$ cat src/rtl/freq_gate_ctrl_if.sv
// Control/status bundle between the frequency-counter chain and its
// measurement sequencer.
interface freq_gate_ctrl_if;
    logic       run;
    logic       auto_range;
    logic [1:0] range_sel;
    logic       cnt_ovf;
    logic       cnt_msd_zero;
    logic       cnt_clr;
    logic       gate;
    logic       latch;
    logic [1:0] range;
    logic [5:0] dp_n;
    logic       ovf_flag;
    logic       busy;

    modport master (
        output run, auto_range, range_sel, cnt_ovf, cnt_msd_zero,
        input  cnt_clr, gate, latch, range, dp_n, ovf_flag, busy
    );

    modport slave (
        input  run, auto_range, range_sel, cnt_ovf, cnt_msd_zero,
        output cnt_clr, gate, latch, range, dp_n, ovf_flag, busy
    );
endinterface

$ cat src/rtl/freq_gate_ctrl.sv
// Measurement sequencer: clear, gate window, settle, auto-range decision,
// display latch and hold, with kHz decimal-point steering.
module freq_gate_ctrl #(
    parameter int unsigned CLK_FREQ      = 50_000_000,
    parameter int unsigned SETTLE_CYCLES = 8,
    parameter int unsigned HOLD_CYCLES   = 25_000_000,
    parameter int unsigned MAX_RETRY     = 2
) (
    input logic             clk,
    input logic             rst,
    freq_gate_ctrl_if.slave bus
);

    typedef enum logic [2:0] {
        S_IDLE,
        S_CLEAR,
        S_GATE,
        S_SETTLE,
        S_EVAL,
        S_LATCH,
        S_HOLD
    } state_t;

    localparam logic [31:0] GT0_M1  = 32'(CLK_FREQ - 1);
    localparam logic [31:0] GT1_M1  = 32'(CLK_FREQ / 10 - 1);
    localparam logic [31:0] GT2_M1  = 32'(CLK_FREQ / 100 - 1);
    localparam logic [31:0] SET_M1  = 32'(SETTLE_CYCLES - 1);
    localparam logic [31:0] HOLD_M1 = 32'(HOLD_CYCLES - 1);
    localparam logic [7:0]  RMAX    = 8'(MAX_RETRY);
    localparam logic [5:0]  DP_R0   = 6'b110111;
    localparam logic [5:0]  DP_R1   = 6'b111011;
    localparam logic [5:0]  DP_R2   = 6'b111101;

    state_t      r_state;
    logic [31:0] r_cnt;
    logic [7:0]  r_retry;
    logic [1:0]  r_range;
    logic [5:0]  r_dp_n;
    logic        r_auto;
    logic        r_cnt_clr;
    logic        r_gate;
    logic        r_latch;
    logic        r_ovf_flag;
    logic        r_busy;

    logic [1:0]  w_sel;
    logic [1:0]  w_next_range;
    logic [31:0] w_gate_load;
    logic [5:0]  w_dp_n;

    // Range chosen at CLEAR, its gate length, and the kHz decimal point.
    always_comb begin
        w_sel        = (bus.range_sel == 2'd3) ? 2'd2 : bus.range_sel;
        w_next_range = bus.auto_range ? r_range : w_sel;
        case (w_next_range)
            2'd0:    w_gate_load = GT0_M1;
            2'd1:    w_gate_load = GT1_M1;
            default: w_gate_load = GT2_M1;
        endcase
        case (r_range)
            2'd0:    w_dp_n = DP_R0;
            2'd1:    w_dp_n = DP_R1;
            default: w_dp_n = DP_R2;
        endcase
    end

    // Sequencer FSM with registered strobes, range and retry tracking.
    always_ff @(posedge clk) begin
        if (rst) begin
            r_state    <= S_IDLE;
            r_cnt      <= '0;
            r_retry    <= '0;
            r_range    <= 2'd0;
            r_dp_n     <= DP_R0;
            r_auto     <= 1'b0;
            r_cnt_clr  <= 1'b0;
            r_gate     <= 1'b0;
            r_latch    <= 1'b0;
            r_ovf_flag <= 1'b0;
            r_busy     <= 1'b0;
        end else begin
            r_cnt_clr <= 1'b0;
            r_latch   <= 1'b0;
            r_dp_n    <= w_dp_n;
            case (r_state)
                S_IDLE: begin
                    if (bus.run) begin
                        r_state   <= S_CLEAR;
                        r_cnt_clr <= 1'b1;
                        r_busy    <= 1'b1;
                    end
                end
                S_CLEAR: begin
                    r_auto  <= bus.auto_range;
                    r_range <= w_next_range;
                    r_cnt   <= w_gate_load;
                    r_gate  <= 1'b1;
                    r_state <= S_GATE;
                end
                S_GATE: begin
                    if (r_cnt == 32'd0) begin
                        r_gate  <= 1'b0;
                        r_cnt   <= SET_M1;
                        r_state <= S_SETTLE;
                    end else begin
                        r_cnt <= r_cnt - 32'd1;
                    end
                end
                S_SETTLE: begin
                    if (r_cnt == 32'd0) begin
                        r_state <= S_EVAL;
                    end else begin
                        r_cnt <= r_cnt - 32'd1;
                    end
                end
                S_EVAL: begin
                    if (!r_auto) begin
                        r_ovf_flag <= bus.cnt_ovf;
                        r_latch    <= 1'b1;
                        r_state    <= S_LATCH;
                    end else if (r_retry == RMAX) begin
                        r_ovf_flag <= bus.cnt_ovf;
                        r_retry    <= '0;
                        r_latch    <= 1'b1;
                        r_state    <= S_LATCH;
                    end else if (bus.cnt_ovf && r_range != 2'd2) begin
                        r_range   <= r_range + 2'd1;
                        r_retry   <= r_retry + 8'd1;
                        r_cnt_clr <= 1'b1;
                        r_state   <= S_CLEAR;
                    end else if (bus.cnt_ovf) begin
                        r_ovf_flag <= 1'b1;
                        r_latch    <= 1'b1;
                        r_state    <= S_LATCH;
                    end else if (bus.cnt_msd_zero && r_range != 2'd0) begin
                        r_range   <= r_range - 2'd1;
                        r_retry   <= r_retry + 8'd1;
                        r_cnt_clr <= 1'b1;
                        r_state   <= S_CLEAR;
                    end else begin
                        r_ovf_flag <= 1'b0;
                        r_retry    <= '0;
                        r_latch    <= 1'b1;
                        r_state    <= S_LATCH;
                    end
                end
                S_LATCH: begin
                    r_cnt   <= HOLD_M1;
                    r_state <= S_HOLD;
                end
                S_HOLD: begin
                    if (r_cnt != 32'd0) begin
                        r_cnt <= r_cnt - 32'd1;
                    end else if (bus.run) begin
                        r_cnt_clr <= 1'b1;
                        r_state   <= S_CLEAR;
                    end else begin
                        r_busy  <= 1'b0;
                        r_state <= S_IDLE;
                    end
                end
                default: begin
                    r_state <= S_IDLE;
                end
            endcase
        end
    end

    assign bus.cnt_clr  = r_cnt_clr;
    assign bus.gate     = r_gate;
    assign bus.latch    = r_latch;
    assign bus.range    = r_range;
    assign bus.dp_n     = r_dp_n;
    assign bus.ovf_flag = r_ovf_flag;
    assign bus.busy     = r_busy;

endmodule

$ cat src/flat_wrapper.sv
// flat-port wrapper written by rule: the top's interface ports become plain ports
module freq_gate_ctrl_flat 
#(
    parameter int unsigned CLK_FREQ      = 50_000_000,
    parameter int unsigned SETTLE_CYCLES = 8,
    parameter int unsigned HOLD_CYCLES   = 25_000_000,
    parameter int unsigned MAX_RETRY     = 2
)
  (clk, rst, bus_run, bus_auto_range, bus_range_sel, bus_cnt_ovf, bus_cnt_msd_zero, bus_cnt_clr, bus_gate, bus_latch, bus_range, bus_dp_n, bus_ovf_flag, bus_busy);
  freq_gate_ctrl_if bus_i ();
  input logic clk;
  input logic rst;
  input wire logic [$bits(bus_i.run)-1:0] bus_run;
  input wire logic [$bits(bus_i.auto_range)-1:0] bus_auto_range;
  input wire logic [$bits(bus_i.range_sel)-1:0] bus_range_sel;
  input wire logic [$bits(bus_i.cnt_ovf)-1:0] bus_cnt_ovf;
  input wire logic [$bits(bus_i.cnt_msd_zero)-1:0] bus_cnt_msd_zero;
  output wire logic [$bits(bus_i.cnt_clr)-1:0] bus_cnt_clr;
  output wire logic [$bits(bus_i.gate)-1:0] bus_gate;
  output wire logic [$bits(bus_i.latch)-1:0] bus_latch;
  output wire logic [$bits(bus_i.range)-1:0] bus_range;
  output wire logic [$bits(bus_i.dp_n)-1:0] bus_dp_n;
  output wire logic [$bits(bus_i.ovf_flag)-1:0] bus_ovf_flag;
  output wire logic [$bits(bus_i.busy)-1:0] bus_busy;
  assign bus_i.run = bus_run;
  assign bus_i.auto_range = bus_auto_range;
  assign bus_i.range_sel = bus_range_sel;
  assign bus_i.cnt_ovf = bus_cnt_ovf;
  assign bus_i.cnt_msd_zero = bus_cnt_msd_zero;
  assign bus_cnt_clr = bus_i.cnt_clr;
  assign bus_gate = bus_i.gate;
  assign bus_latch = bus_i.latch;
  assign bus_range = bus_i.range;
  assign bus_dp_n = bus_i.dp_n;
  assign bus_ovf_flag = bus_i.ovf_flag;
  assign bus_busy = bus_i.busy;
  freq_gate_ctrl #(.CLK_FREQ(CLK_FREQ), .SETTLE_CYCLES(SETTLE_CYCLES), .HOLD_CYCLES(HOLD_CYCLES), .MAX_RETRY(MAX_RETRY)) u_core (.clk(clk), .rst(rst), .bus(bus_i));
endmodule
$ cat config.mk
export PLATFORM = sky130hd
export DESIGN_NAME = freq_gate_ctrl_flat
export DESIGN_NICKNAME = d
export VERILOG_FILES = /design/src/rtl/freq_gate_ctrl_if.sv /design/src/rtl/freq_gate_ctrl.sv /design/src/flat_wrapper.sv
export SDC_FILE = /design/constraint.sdc
export NUM_CORES = 1
export LEC_CHECK = 0
export CORE_ASPECT_RATIO = 0.8
export CORE_MARGIN = 2
export CORE_UTILIZATION = 30
export CTS_CLUSTER_SIZE = 10
export DETAILED_ROUTE_END_ITERATION = 12
export SLEW_MARGIN = 20
export SYNTH_ARGS = -nofsm -noshare
export SYNTH_HDL_FRONTEND = slang
export SYNTH_SLANG_ARGS = --single-unit
$ cat constraint.sdc
create_clock -name clk -period 4.7 [get_ports clk]
set_clock_uncertainty 0.2 [all_clocks]
set_input_delay 0.705 -clock clk [delete_from_list [all_inputs] [get_ports clk]]
set_output_delay 0.705 -clock clk [all_outputs]
set_load 0.02 [all_outputs]
# Yosys cells after proc, flatten, opt, wreduce, memory -nomap -nowiden
# Cells that the tools add are included.
totals:
  regBits: 57
  output_inout_bits: 13
  elab_cells: 114
op_classes:
  addsub: 4
  n_eq_ne: 25
  mux: 53
  n_bitwise: 1
  reduce_logical: 20
op_table:
  columns: ["cell", "count"]
  rows:
  - ["32-bit case mux with 5 select lines", 1]
  - ["32-bit two-way mux", 3]
  - ["26-bit case mux with 2 select lines", 1]
  - ["32-bit logical NOT", 1]
  - ["8-bit two-way mux", 4]
  - ["32-bit nonzero test", 1]
  - ["32-bit by 1-bit subtractor with 32-bit output (second input constant)", 1]
  - ["3-bit two-way mux", 9]
  - ["1-bit two-way mux", 22]
  - ["3-bit case mux with 7 select lines", 1]
  - ["2-bit two-way mux", 7]
  - ["2-bit inequality test (second input constant)", 6]
  - ["3-bit == test (second input constant)", 3]
  - ["3-bit AND reduction", 3]
  - ["8-bit by 1-bit adder with 8-bit output (second input constant)", 1]
  - ["8-bit by 2-bit == test with 1-bit output (second input constant)", 1]
  - ["2-bit by 1-bit inequality test with 1-bit output (second input constant)", 4]
  - ["4-bit case mux with 2 select lines", 1]
  - ["4-bit AND reduction", 2]
  - ["2-bit nonzero test", 4]
  - ["3-bit by 2-bit == test with 1-bit output (second input constant)", 2]
  - ["3-bit by 1-bit inequality test with 1-bit output (second input constant)", 2]
  - ["5-bit AND reduction", 1]
  - ["5-bit nonzero test", 1]
  - ["17 further kinds", 21]

# Longest topological paths before layout
logic_depth:
  depth_word: 8
  mapped_depth: 10
  ltp_nobuf: 8

# Least setup slack after synthesis
# OpenSTA, ideal clock, no wires.
synth_path:
  kind: "register to register"
  start: "reg u_core.r_cnt[1]"
  end: "reg u_core.r_cnt[24]"
  setup_ns: 0.128
  arrival_ns: 2.435
  setup_slack_ns: 1.938
  path_stages_with_launch: 11
  path_buffers: 2
  cell_sequence: "dfxtp_1 -> inv_1 -> ha_1 -> or3b_2 -> or4_4 -> buf_6 -> nor3_4 -> nor2_4 -> buf_6 -> a311oi_1 -> nor2_1"
synth_via:
  elab_chain_cells: 3
synth_lines:
  columns: ["item", "line_no", "rtl"]
  rows:
  - ["start: declaration", "freq_gate_ctrl.sv:35", "logic [31:0] r_cnt;"]
  - ["start signal: assignment", "freq_gate_ctrl.sv:96", "r_cnt <= w_gate_load;"]
  - ["start signal: assignment", "freq_gate_ctrl.sv:106", "r_cnt <= r_cnt - 32'd1;"]
  - ["start signal: assignment", "freq_gate_ctrl.sv:113", "r_cnt <= r_cnt - 32'd1;"]
  - ["32-bit by 1-bit subtractor with 32-bit output, or another cell as far along", "freq_gate_ctrl.sv:106, freq_gate_ctrl.sv:113, freq_gate_ctrl.sv:153", null]
  - ["32-bit two-way mux, or another cell as far along", "freq_gate_ctrl.sv:152", "if (r_cnt != 32'd0) begin"]
  - ["32-bit case mux with 5 select lines / 3-bit AND reduction (equally long branches)", null, null]
# Parallel ways exist; a longest one is shown, timed or not. The select of a mux whose other input is x is not followed.
# A chain may end at the register's enable or synchronous reset.

# Final worst setup path
layout_path:
  start: "reg u_core.r_cnt[0]"
  end: "reg u_core.r_cnt[22]"
# The elaborated chain is that of the path after synthesis.

==> key figures <==
Status
  • Result of the run: completed

Synth
  • Library cell occupying the most area in the post-synthesis netlist: sky130_fd_sc_hd__dfxtp_1
  • Top area cells in the synthesized netlist: sky130_fd_sc_hd__dfxtp_1 (32%), sky130_fd_sc_hd__nor2_1 (5.8%), sky130_fd_sc_hd__nand2_1 (4.4%), sky130_fd_sc_hd__a21oi_1 (3.5%), sky130_fd_sc_hd__ha_1 (3.0%)
  • Avg Synthesized Cell Area: about 7.9 µm²
  • Post-synth top flop: sky130_fd_sc_hd__dfxtp_1
  • Number of instances in the synthesized netlist: approximately 430
  • Number of flops mapped to enable cells by yosys: 0
  • Proportion of netlist area held by the largest area contributor: 31.9%
  • Cell variety after synth: between 70 and 80
  • Async set or reset register ratio after synthesis: 0%
  • Commonest cells in the netlist: sky130_fd_sc_hd__dfxtp_1 (54), sky130_fd_sc_hd__nor2_1 (52), sky130_fd_sc_hd__nand2_1 (40)
  • Most used standard cell by instance count after synthesis: sky130_fd_sc_hd__dfxtp_1
  • Combined area of all synthesized cells: about 3400 µm²
  • Flop and latch count out of synthesis: 54
  • Proportion of synthesized chip area in sequential cells: between 30% and 40%
  • Total of warnings raised by yosys: 0

Setup path
  • Critical Path End Type: flip-flop
  • Worst reg2reg setup slack: 1.36 ns
  • Number of buffer and inverter instances along the worst setup path: 1
  • Cell with the largest stage delay on the worst path: sky130_fd_sc_hd__nor3_4
  • Worst-path fanout max: 19
  • Cell family contributing the most delay on the critical path: simple AND/OR/NAND/NOR gates
  • Most frequent cell on the critical path: sky130_fd_sc_hd__a311oi_1
  • Data arrival time of the critical path: between 3 and 4 ns
  • Cell depth of the worst flop-to-flop path: 8
  • Critical Path Start Type: flip-flop
  • Category of the most critical setup path: reg -> reg
  • Series of cell instances along the critical path: inv_1 > ha_1 > or3b_2 > or4_4 > nor3_4 > nor2_4 > a311oi_1 > a311oi_1
  • Slowest Stage Delay on Critical Path: 0.68 ns
  • Data required time of the critical path: 4.66 ns
  • Reg2reg start: u_core.r_cnt[0]$_SDFFE_PP0P_
  • R2r endpoint: u_core.r_cnt[22]$_SDFFE_PP0P_

Floorplan
  • Die height: slightly below 100 µm
  • Placeable core region: 10900 µm²
  • Boundary pin count: 21
  • Die width: about 120 µm
  • Number of core rows: 34
  • Starting utilization of the core area: about 31%
  • Area of the die: 12200 µm²

STA
  • # setup viols final: 0
  • Number of hold violations in the final report: 0
  • Unrepaired setup endpoints after global routing: no
  • Highest achievable clock rate: ~300 MHz
  • Final clock period utilization by the worst path: 71.1%
  • Summed negative setup slack over all endpoints: 0 ns
  • Least-Margin Pin Slew: roughly 1 ns
  • Clock period minus final worst setup slack: 3.34 ns
  • Slew HR: roughly a third
  • Max-slew violations: 0

Final layout
  • Layout Area Growth over Synthesis: 11.7%
  • Multi-input gate area: 2110 µm²
  • Register area: between 1000 and 1500 µm²
  • Number of standard cells in the final layout excluding fillers: 574
  • Ant diodes: 0
  • NumNets Final: between 400 and 500
  • Filler Cell Count: around 1100
  • Fraction of layout cells with a size suffix above 1: ~7.7%

Power and ir drop
  • Total power: approximately 1.5 mW
  • Leak: 1.28 nW
  • Peak ir drop on the vdd network: roughly 0.00016 V
  • Cell Pwr Density: about 390 nW/µm²

Global routing
  • Wire length of the first global-routing pass: between 15000 and 20000 µm
  • Antenna violations before repair: 0
  • All-layer global routing usage: approximately 16%
  • Pin count of the biggest net entering global routing: 39
  • Via count of the first global-routing pass: a little under 3000
  • Final global-route overflow total: 0

Clock tree
  • Number of levels in the clock H-tree: 2
  • Post-CTS setup buffers: 0
  • TritonCTS clock tree: built
  • Cell at the root of the clock tree: sky130_fd_sc_hd__clkbuf_16
  • Post-CTS sizing: 0
  • Clock transition at the registers of the reported paths: 0.07 ns
  • Source-to-sink clock delay at the later pin of the worst-skew pair: 0.30 ns
  • CTS max path bufs: 2
  • Number of sinks on the clock net: 54
  • TritonCTS buffer count: 5
  • Count of hold-fix buffers inserted at cts: 0

Hold path
  • Number of instances on the worst hold path: 2
  • Class of the tightest hold or removal check: reg -> reg
  • Hold_sp: u_core.r_cnt[23]$_SDFFE_PP0P_
  • Worst min-delay path endpoint: u_core.r_cnt[23]$_SDFFE_PP0P_

Job
  • Max-cap violations: 0

Routing
  • Number of routed nets with antenna violations: 0
  • Remaining DRCs: 0
  • First-pass iteration count of the detailed router: 5
  • Vias per cell: 5.74
  • Post-DR wirelength/cell: around 17 µm
  • Detailed Route Iter0 Violations: roughly 280
  • Routed WL: ~9500 µm
  • Vias post-DR: 3297

Placement
  • Port Buf Inserts: 17
  • Placed instance count: approximately 570
  • Weighted congestion at the end of routability-driven global placement: between 0.8 and 0.9
  • Detail Placement HPWL: between 6000 and 7000 µm
## tightest hold or removal path: stages (launching register included)
cell                      delay [ns]
sky130_fd_sc_hd__dfxtp_1        0.33
sky130_fd_sc_hd__nand2_1        0.06
sky130_fd_sc_hd__o32ai_1        0.05
## power breakdown
group / leakage, nW / internal [mW] / switching, mW
logic: 0.764 / 0.175 / 0.327
registers: 0.440 / 0.499 / 0.0529
clock network: 0.0760 / 0.252 / 0.184
total: 1.28 / 0.926 / 0.563
## state kept, by name (all words and copies together), names as in the netlist
register,cells
u_core.bus.cnt_clr,1
u_core.r_retry,8
u_core.bus.gate,1
u_core.bus.latch,1
u_core.bus.dp_n,3
u_core.bus.ovf_flag,1
u_core.r_auto,1
u_core.r_state,3
u_core.bus.range,2
u_core.bus.busy,1
u_core.r_cnt,32
## per-stage QoR
stage	worst slack, ns	cell area (µm²)	hold slack [ns]	util (%)
2_1_floorplan	1.94	3400	0.249	-
3_3_place_gp	1.51	3610	0.266	33.0
3_5_place_dp	1.42	3610	0.280	33.0
4_1_cts	1.39	3780	0.291	34.6
5_1_grt	1.14	3790	0.332	34.6
6_report	1.36	3790	0.286	34.6
## logic make-up (layout without fill, tap and decap cells)
group | after synthesis | in the layout | synth area share [%]
adder cells (fa/ha/maj) | 9 | 9 | 3.25
buffers and inverters | 42 | 42 | 6.31
multiplexers | 2 | 2 | 0.590
XOR/XNOR | 11 | 11 | 2.84
flip-flops | 54 | 54 | 31.9
other | 1 | 3 | 0.111
AO/OA/AOI/OAI | 118 | 118 | 25.5
AND/OR/NAND/NOR | 191 | 191 | 29.5
## worst max-delay path by stage
stage                     slack, ns                          from  cells past startpoint                       endpoint
after floorplan                1.94  u_core.r_cnt[1]$_SDFFE_PP0P_                     10  u_core.r_cnt[24]$_SDFFE_PP0P_
after CTS                      1.39  u_core.r_cnt[0]$_SDFFE_PP0P_                      8  u_core.r_cnt[22]$_SDFFE_PP0P_
after global placement         1.51  u_core.r_cnt[1]$_SDFFE_PP0P_                      8  u_core.r_cnt[22]$_SDFFE_PP0P_
after global routing           1.14  u_core.r_cnt[0]$_SDFFE_PP0P_                      8  u_core.r_cnt[22]$_SDFFE_PP0P_
after detailed placement       1.42  u_core.r_cnt[0]$_SDFFE_PP0P_                      8  u_core.r_cnt[22]$_SDFFE_PP0P_
final                          1.36  u_core.r_cnt[0]$_SDFFE_PP0P_                      8  u_core.r_cnt[22]$_SDFFE_PP0P_
## metal layers
metal	track usage [%]	share of wire, %	wire length, µm
met5	0	0	0
met4	4.42	1.1	106
met3	2.98	5.1	484
met2	21.3	43	4050
met1	25.5	51	4860
## area by class of cell
class,instances,area share [%]
Multi-Input combinational cell,334,55.7
Sequential cell,54,28.6
Timing Repair Buffer,20,5.09
Tap cell,144,4.76
Clock buffer,5,3.30
Inverter,14,1.39
Clock inverter,3,1.19
## layout by cell type, fill, tap and decap left out, drive strengths merged, types with 3 or more instances in the layout
cell type	synthesis	layout
o31ai	3	3
clkdlybuf4s50	0	17
o41ai	3	3
and3	6	6
a21oi	25	25
clkbuf	15	5
o31a	3	3
dfxtp	54	54
nand2	41	41
nand2b	7	7
a211oi	13	13
nor2	53	53
or4	4	4
nand4	7	7
or3	9	9
a2bb2oi	3	3
a31oi	3	3
o311ai	3	3
inv	14	14
a311oi	10	10
buf	12	3
nand3	13	13
a22oi	3	3
nand3b	6	6
ha	8	8
xnor2	4	4
xor2	7	7
and2	3	3
nor3	20	20
nor2b	4	4
nor4	8	8
o32ai	5	5
o21ai	18	18
conb	1	3
No activity file was read; power rests on OpenSTA's default activity.
